**src/rtl/instr_fetch_unit.sv**
```systemverilog
// Fetch stage: owns the program counter, addresses instruction memory port a and
// presents each returned word with its byte PC to decode. Supports stall and branch redirect.
module instr_fetch_unit #(
    parameter int DATA_WIDTH = 32,
    parameter int ADDR_WIDTH = 12,
    parameter logic [DATA_WIDTH-1:0] RESET_PC = '0
) (
    input  logic                  clk,
    input  logic                  rst,
    output logic [ADDR_WIDTH-1:0] mem_addr,
    input  logic [DATA_WIDTH-1:0] mem_q,
    output logic                  mem_we,
    input  logic                  stall,
    input  logic                  branch_en,
    input  logic [DATA_WIDTH-1:0] branch_target,
    output logic [DATA_WIDTH-1:0] instr,
    output logic [DATA_WIDTH-1:0] instr_pc,
    output logic                  instr_valid,
    output logic [31:0]           fetch_count
);

    logic [DATA_WIDTH-1:0] fetch_pc_q, fetch_pc_d;
    logic [DATA_WIDTH-1:0] resp_pc_q, resp_pc_d;
    logic                  resp_valid_q, resp_valid_d;
    logic [DATA_WIDTH-1:0] hold_instr_q, hold_instr_d;
    logic                  hold_valid_q, hold_valid_d;
    logic [31:0]           fetch_count_q, fetch_count_d;
    logic                  advance;

    // Bubbles are never held: stall only matters while an instruction is on the output.
    assign advance = !stall || !resp_valid_q;

    always_comb begin
        fetch_pc_d    = fetch_pc_q;
        resp_pc_d     = resp_pc_q;
        resp_valid_d  = resp_valid_q;
        hold_instr_d  = hold_instr_q;
        hold_valid_d  = hold_valid_q;
        fetch_count_d = fetch_count_q;
        if (branch_en) begin
            fetch_pc_d   = branch_target & ~DATA_WIDTH'(3);
            resp_valid_d = 1'b0;
            hold_valid_d = 1'b0;
        end else if (advance) begin
            resp_pc_d    = fetch_pc_q;
            resp_valid_d = 1'b1;
            fetch_pc_d   = fetch_pc_q + DATA_WIDTH'(4);
            hold_valid_d = 1'b0;
            if (resp_valid_q) begin
                fetch_count_d = fetch_count_q + 32'd1;
            end
        end else if (!hold_valid_q) begin
            // First stalled edge: mem_q still belongs to resp_pc, so capture it before it moves on.
            hold_instr_d = mem_q;
            hold_valid_d = 1'b1;
        end
    end

    always_ff @(posedge clk) begin
        if (rst) begin
            fetch_pc_q    <= RESET_PC;
            resp_pc_q     <= '0;
            resp_valid_q  <= 1'b0;
            hold_instr_q  <= '0;
            hold_valid_q  <= 1'b0;
            fetch_count_q <= '0;
        end else begin
            fetch_pc_q    <= fetch_pc_d;
            resp_pc_q     <= resp_pc_d;
            resp_valid_q  <= resp_valid_d;
            hold_instr_q  <= hold_instr_d;
            hold_valid_q  <= hold_valid_d;
            fetch_count_q <= fetch_count_d;
        end
    end

    assign mem_addr    = fetch_pc_q[ADDR_WIDTH+1:2];
    assign mem_we      = 1'b0;
    assign instr       = hold_valid_q ? hold_instr_q : mem_q;
    assign instr_pc    = resp_pc_q;
    assign instr_valid = resp_valid_q;
    assign fetch_count = fetch_count_q;

endmodule

```
**config.mk**
```make
export PLATFORM = sky130hd
export DESIGN_NAME = instr_fetch_unit
export DESIGN_NICKNAME = d
export VERILOG_FILES = /design/src/rtl/instr_fetch_unit.sv
export SDC_FILE = /design/constraint.sdc
export NUM_CORES = 1
export LEC_CHECK = 0
export CAP_MARGIN = 20
export CORE_UTILIZATION = 43
export CTS_CLUSTER_DIAMETER = 40
export DETAILED_ROUTE_END_ITERATION = 8
export PLACE_DENSITY = 0.77
export RECOVER_POWER = 100
export SYNTH_ARGS = -nofsm -noshare
export SYNTH_HDL_FRONTEND = slang
export SYNTH_SLANG_ARGS = --single-unit
export TNS_END_PERCENT = 30
```
**constraint.sdc**
```tcl
create_clock -name clk -period 2.2 [get_ports clk]
set_input_delay 0.66 -clock clk [delete_from_list [all_inputs] [get_ports clk]]
set_output_delay 0.66 -clock clk [all_outputs]
set_load 0.02 [all_outputs]
```
==> impl_metrics.toml, run 1 <==
[logic_synthesis]
synthFlopType = "dfxtp_1"
synthSimpleGateAreaFrac_pct = 28.7
synth_edf_count = 0
synth_mux_area_share_pct = 6.67
avgSynthCellArea_um2 = 8.22
synth_xor_area_share_pct = 2.60
netlist.area_leader.share_pct = 41.7
yosys.area.top_type = "dfxtp_1"
netlist_area_mm2 = 0.00606
ys_seq_elements = 126
synth_cell_types = 60
async_flop_share_pct = 0
ys_seq_area_share_pct = 41.7
synth_area_leaders = "dfxtp_1 (42%), nor2_1 (6.0%), nand2_1 (5.6%)"
ys_warn_count = 0
synthAdderAreaFrac_pct = 0.413
synth_top_family_by_area = "simple AND/OR/NAND/NOR gates"
synth_compound_area_share_pct = 13.9
syn_inst = 737

[grt]
first_global_vias = 5649
antenna_found_initial = 0
grt_overflow = 0
grt_max_degree = 35
grt_first_pass_wirelength_mm = 27.7
grt.total_usage_pct = 24.0

[sta]
rsz0062_at_grt = "true"
fin_hold_ws_ps = 448
finClkSkew_ps = 5.84
final_max_slew_viol_count = 0
hold_violations = 0
max_clock_freq_ghz = 0.455
finalCritPeriodShare_pct = 99.9
worst_slack_ps = 1.72
min_period_ps = 2200
setup_viol = 0

[drt]
drc = 0
ant_nets = 0
wl_mm = 17.4
first_pass_iters = 5
wl_per_cell_um = 15.7
vias_per_cell = 5.52
vias = 6121
drtIter0Drc = 326

[power_and_ir_drop]
finalPower_mw = 6.08
p_leak_nw = 3.22
power.density_mw_per_mm2 = 714
ir_drop_v = 0.000568

[outcome]
status = "complete, no violations"

[clock_tree]
clockRootBuffer = "clkbuf_16"
cts_sinks = 126
numCtsBuffers = 17
post-cts-setup-buffers = 0
cts_max_path_buffers = 2
cts_hold_buffers = 0
clkLatencyLatePin_ps = 420
clkTransAtPathRegs_ps = 50
h-tree-depth = 4
cts_tree = "done"

[hold_path]
hold_end = "instr_pc[10]"
hold_depth = 2
hold_class = "register to register"
hold_start = "instr_pc[10]"

[place]
dp_slack_ps = -476
gp_congestion = 0.859
io_buffer_count = 172
postPlaceCellArea_mm2 = 0.00814
dp_hpwl_mm = 12.1

[critical_path]
cp_max_fo = 2
critical_path_class = "input port to primary output"
worst_setup_path_end_kind = "primary output"
r2r_start = "fetch_count[1]"
r2r.worst_path.cells = 5
rrSetupSlack_ps = 140
r2r-end = "fetch_count[22]"
crit_arrival_ps = 1540
required_ps = 1540
startpoint_type = "input port"

[cells_and_area]
multi_input_comb_area_mm2 = 0.00320
drive_gt1_share_pct = 15.0
n_antenna_cell = 0
finish.instance_area_mm2 = 0.00852
seqCellArea_mm2 = 0.00253
nFillCells = 1211
nets = 989
area_growth_pct = 40.7

[floorplanning]
core_area_mm2 = 0.0135
num_rows = 42
dieWidth_um = 121
io_pins = 178
die_y_um = 121
start_util_pct = 44.8
die_area_mm2 = 0.0146

[flow_run]
cap_violations = 0
## cells in the mapped netlist (5+ instances only)
cell type,number
a211oi_1,6
a21oi_1,43
a311oi_1,9
and2_1,6
and3_1,8
and4_1,7
buf_1,5
buf_4,15
clkbuf_1,45
dfxtp_1,126
inv_1,11
mux2_1,21
mux2_2,14
nand2_1,91
nand3_1,23
nand4_1,25
nor2_1,96
nor2b_1,7
nor3_1,39
o21ai_0,10
o311ai_1,8
o31ai_1,13
o41ai_1,8
or2_2,8
or3_1,7
or4_1,18
xnor2_1,6
xor2_1,12
## cells by family (layout without fill, tap and decap cells)
group	Yosys count	in the layout
simple gates	353	353
flops	126	126
compound gates	122	122
buf+inv	79	272
mux	36	36
xor+xnor	18	18
fa+ha+maj	2	2
other cells	1	3
## state kept, by name, summed over array words and instances, names as in the netlist
name,flops
fetch_count,32
fetch_pc_q,30
hold_instr_q,32
hold_valid_q,1
instr_pc,30
instr_valid,1
## stage by stage
stage / util [%] / setup TNS, ps / instances
global route: 63.1 / -167 / 1108
finish: 63.1 / 0 / 1108
floorplan: - / 0 / 739
detailed placement: 60.3 / -27000 / 1075
global placement: 60.3 / -24430 / 1075
CTS: 64.0 / 0 / 1108
## final cells by class
cell class / count / area share (%)
Clock buffer: 20 / 5.36
Multi-Input combinational cell: 534 / 37.5
Sequential cell: 126 / 29.6
Inverter: 12 / 0.529
Clock inverter: 12 / 1.95
Tap cell: 176 / 2.58
Timing Repair Buffer: 228 / 22.4
## how the worst max path moves through the flow
stage	startpoint	end	slack, ps	depth (start not counted)
after floorplan	branch_en	fetch_count[31]	10	6
after global placement	stall	fetch_count[29]	-440	7
after detailed placement	stall	fetch_count[29]	-480	7
after CTS	fetch_pc_q[6]	mem_addr[4]	2	1
after global routing	mem_q[20]	instr[20]	-20	3
final	mem_q[18]	instr[18]	2	3
## worst max-delay path, stage by stage
cell and delay, ps:
clkdlybuf4s50_1 400, mux2_1 300, buf_2 170
## what timing repair did
item | 4_1_cts | 5_1_grt
pin swaps | 0 | 1
gates cloned | 1 | 0
resized for setup | 145 | 13
setup endpoints to repair | 46 | 44
hold endpoints to repair | 0 | 0
## layout by cell type (no fill, tap or decap), types with 13 or more instances in the layout
master	count
mux2_2	13
clkbuf_2	17
clkbuf_16	17
nor2_1	96
clkbuf_1	22
or4_1	18
nor3_1	39
dfxtp_1	125
o31ai_1	13
nand2_1	91
nand3_1	24
clkdlybuf4s50_1	88
dlygate4sd3_1	31
buf_4	34
a21oi_1	42
buf_2	22
mux2_1	20
nand4_1	25
## layer usage
| metal | share of wire (%) | global-route usage, % | wire, µm |
|---|---|---|---|
| met2 | 49 | 40.2 | 8550 |
| met4 | 1.8 | 8.72 | 312 |
| met5 | 0 | 0 | 0 |
| met1 | 43 | 29.8 | 7470 |
| met3 | 6.1 | 5.94 | 1070 |
## report_power, final
part | switching (mW) | leakage, nW | internal (mW)
Clock | 1.00 | 0.309 | 1.94
Combinational | 0.368 | 1.88 | 0.322
Sequential | 0.0781 | 1.03 | 2.37
Total | 1.45 | 3.22 | 4.63
Note: power is estimated with default switching activity, not from simulation.
==> inputs of run 2 (changes only) <==
- CAP_MARGIN: 20 -> 25
- SETUP_SLACK_MARGIN: unset -> 0.1
==> impl_metrics.toml, run 2 (synthesis gave the netlist of run 1 again) <==
[floorplanning]
die_area_mm2 = 0.0146
num_rows = 42
start_util_pct = 44.8
io_pins = 178
die_y_um = 121
dieWidth_um = 121
core_area_mm2 = 0.0135

[place]
dp_hpwl_mm = 12.2
io_buffer_count = 172
gp_congestion = 0.875
dp_slack_ps = -407
dpl.cell_count = 1082

[power_and_ir_drop]
internal-power_mw = 4.92
p_sw_mw = 1.48
pwr-share-clk_pct = 50.0
ir_drop_v = 0.000479
power.share.switching_pct = 23.1
pwr-share-seq_pct = 38.2
p_leak_nw = 3.64
combinationalPowerShare_pct = 11.8
power.density_mw_per_mm2 = 718

[cells_and_area]
final_common_cell = "dfxtp_1"
nets = 999
final_cell_mix = "dfxtp_1 (123), nor2_1 (96), nand2_1 (91)"
final_cells = 1121
area_growth_pct = 47.4
drive_gt1_share_pct = 17.5

[drt]
first_pass_iters = 5
wl_per_cell_um = 16.3
drtIter0Drc = 457
wl_mm = 18.3
drc = 0
ant_nets = 0
vias = 6208
vias_per_cell = 5.54

[critical_path]
rrSetupSlack_ps = 150
crit_arrival_ps = 1490
required_ps = 1540
startpoint_type = "register"
critical_path_class = "register to primary output"
cp_max_fo = 7
worst_setup_path_end_kind = "primary output"

[clock_tree]
numCtsBuffers = 17
cts_tree = "done"
cts_sinks = 126
clkLatencyLatePin_ps = 420
clockRootBuffer = "clkbuf_16"
cts_max_path_buffers = 2
cts_hold_buffers = 0
clkTransAtPathRegs_ps = 60
h-tree-depth = 4

[sta]
fin_hold_ws_ps = 447
min_period_ps = 2150
setup_viol = 0
finalCritPeriodShare_pct = 97.8
rsz0062_at_grt = "true"
max_clock_freq_ghz = 0.465
hold_violations = 0
worst_slack_ps = 47.8
finalSetupTns_ps = 0
finClkSkew_ps = 10.0
final_max_slew_viol_count = 0

[grt]
grt.total_usage_pct = 25.3
grt_first_pass_wirelength_mm = 28.8
first_global_vias = 5697
grt_max_degree = 58
grt_overflow = 0
antenna_found_initial = 2

[flow_run]
cap_violations = 0

[outcome]
status = "complete, no violations"

[hold_path]
hold_class = "register to register"
run 2: changes by cell type in the layout (fill, tap and decap cells not counted), moves of 3 or more:
cell,previous run,this run
buf_6,1,25
clkdlybuf4s50_1,88,39
clkbuf_1,22,15
dlygate4sd2_1,9,66
clkinv_2,6,1
clkbuf_2,17,3
diode_2,0,3
mux2_2,13,1
buf_2,22,0
buf_4,34,53
mux2_4,2,32
mux2_1,20,2
run 2: critical path: stages, from the launching register on:
cell     delay [ps]
dfxtp_4         430
buf_6           180
mux2_4          330
buf_6           130
run 2: cell type report:
cell class              count  area [µm²]
inverters                  12        45.0
clock inverters            10         209
flip-flops and latches    126        2530
fillers                  1154        4580
multi-input cells         534        3300
diodes                      3        7.51
well taps                 176         220
repair buffers            238        2150
clock buffers              22         464
run 2: repair_timing:
action,4_1_cts,5_1_grt
cloned,2,0
hold endpoints to repair,0,0
gates resized for setup,285,24
pin swaps,1,0
endpoints found under the setup margin,79,50
buffers inserted,2,0
run 2: worst paths after layout:
kind / from / end / depth (start not counted)
setup / recovery: hold_valid_q / instr[26] / 3
hold / removal: instr_pc[5] / instr_pc[5] / 2
setup reg to reg: fetch_count[18] / fetch_count[29] / 4
hold reg to reg: instr_pc[5] / instr_pc[5] / 2
run 2: power groups by stage:
stage	sequential [mW]	clock, mW	combinational (mW)
floorplan	2.51	0	0.371
global placement	2.49	0	0.745
detailed placement	2.49	0	0.753
CTS	2.45	3.24	0.765
global route	2.46	3.35	0.812
finish	2.45	3.20	0.755
run 2: layer usage:
metal	global-route usage, %	up-vias	routed length (µm)
met3	5.61	36	1020
li1	-	3026	-
met1	30.7	2936	7730
met2	41.7	210	9030
met5	0	-	0
met4	13.3	0	502
run 2: per-stage QoR:
step | cell area [µm²] | util [%] | power [mW]
final | 8920 | 66.1 | 6.40
after global routing | 8920 | 66.1 | 6.62
after CTS | 8960 | 66.4 | 6.45
after detailed placement | 8190 | 60.6 | 3.25
after global placement | 8190 | 60.6 | 3.24
after floorplan | 6070 | - | 2.88
==> inputs of run 3 (changes only) <==
- CORE_MARGIN: unset -> 2
==> impl_metrics.toml, run 3 (synthesis gave the netlist of run 1 again) <==
[floorplanning]
num_rows = 43
io_pins = 178
dieWidth_um = 123
core_area_mm2 = 0.0138
start_util_pct = 43.8
die_area_mm2 = 0.0150
die_y_um = 123

[clock_tree]
cts_hold_buffers = 0
clockRootBuffer = "clkbuf_16"
cts_max_path_buffers = 2
cts_tree = "done"
cts_sinks = 126
h-tree-depth = 4
numCtsBuffers = 17
clkLatencyLatePin_ps = 420
clkTransAtPathRegs_ps = 50

[cells_and_area]
nFillCells = 1173
area_growth_pct = 48.0
final_common_cell = "dfxtp_1"
fin_util_pct = 64.8
n_antenna_cell = 0
drive_gt1_share_pct = 16.6
seqCellArea_mm2 = 0.00253
nets = 1006
multi_input_comb_area_mm2 = 0.00331
final_cell_mix = "dfxtp_1 (125), nor2_1 (96), nand2_1 (91)"

[sta]
rsz0062_at_grt = "true"
finalCritPeriodShare_pct = 99.1
worst_slew_pin_slew_ps = 722
setup_viol = 0
slew-limit-headroom_pct = 51.9
max_clock_freq_ghz = 0.458
hold_violations = 0
finClkSkew_ps = 9.96
final_max_slew_viol_count = 0
finalSetupTns_ps = 0
min_period_ps = 2180

[hold_path]
hold_class = "register to register"

[drt]
ant_nets = 0
wl_mm = 18.3
first_pass_iters = 4
drc = 0
wl_per_cell_um = 16.2
drtIter0Drc = 439
vias_per_cell = 5.48
vias = 6192

[power_and_ir_drop]
ir_drop_v = 0.000505
p_leak_nw = 3.60
finalPower_mw = 6.19
power.density_mw_per_mm2 = 690

[grt]
antenna_found_initial = 0
grt.met1_usage_pct = 28.4
grt.total_usage_pct = 24.1
grtUsageMet2_pct = 40.8
grt-busiest-layer = "met2"
grt_max_degree = 37
grt_first_pass_wirelength_mm = 28.8
gr-usage-met3_pct = 5.86
first_global_vias = 6038
grt_overflow = 0

[place]
dp_hpwl_mm = 12.2
gp_congestion = 0.857
io_buffer_count = 172

[critical_path]
crit_arrival_ps = 1520
startpoint_type = "register"
cp_max_fo = 11
worst_setup_path_end_kind = "primary output"
required_ps = 1540
critical_path_class = "register to primary output"

[outcome]
status = "complete, no violations"

[flow_run]
cap_violations = 0
-- run 3: worst paths after layout --
check / start / to / slack (ps) / cells past startpoint
max: hold_valid_q / instr[8] / 20 / 4
min: instr_pc[20] / instr_pc[20] / 450 / 2
max reg2reg: fetch_count[0] / fetch_count[22] / 140 / 5
min reg2reg: instr_pc[20] / instr_pc[20] / 450 / 2
-- run 3: layout make-up --
class / count / share of cell area [%]
timing repair buffer: 245 / 25.0
inverter: 12 / 0.502
clock buffer: 26 / 5.46
clock inverter: 6 / 1.45
sequential: 126 / 28.2
multi-input combinational: 534 / 36.9
tap: 180 / 2.51
-- run 3: metrics by stage --
step / worst slack (ps) / hold WS [ps] / instance area [µm²] / instances
after global placement: -389 / 442 / 8250 / 1089
after detailed placement: -398 / 446 / 8250 / 1089
after global routing: -23.7 / 468 / 8960 / 1129
final: 18.8 / 448 / 8960 / 1129
after floorplan: 58.5 / 436 / 6070 / 739
after CTS: -59.7 / 453 / 9030 / 1127
-- run 3: worst max-delay path: stages (launching register included) --
cell and delay (ps):
dfxtp_4 390, buf_12 170, buf_6 110, mux2_4 300, buf_6 130
-- run 3: repair_timing --
action                                  CTS  global route
pin swaps                                 1             2
resized for setup                       269            34
cloned                                    3             0
endpoints found under the setup margin   89            58
buffers inserted                          3             2
-- run 3: per-layer routing --
layer | part of all wire, % | wire, µm
met5 | 0 | 0
met4 | 3.0 | 541
met3 | 5.3 | 969
met2 | 49 | 8960
met1 | 43 | 7780
-- run 3: report_power, final --
part | switching [mW] | leakage, nW | internal, mW
registers | 0.0769 | 1.03 | 2.37
logic | 0.393 | 2.27 | 0.385
clock network | 0.982 | 0.303 | 1.98
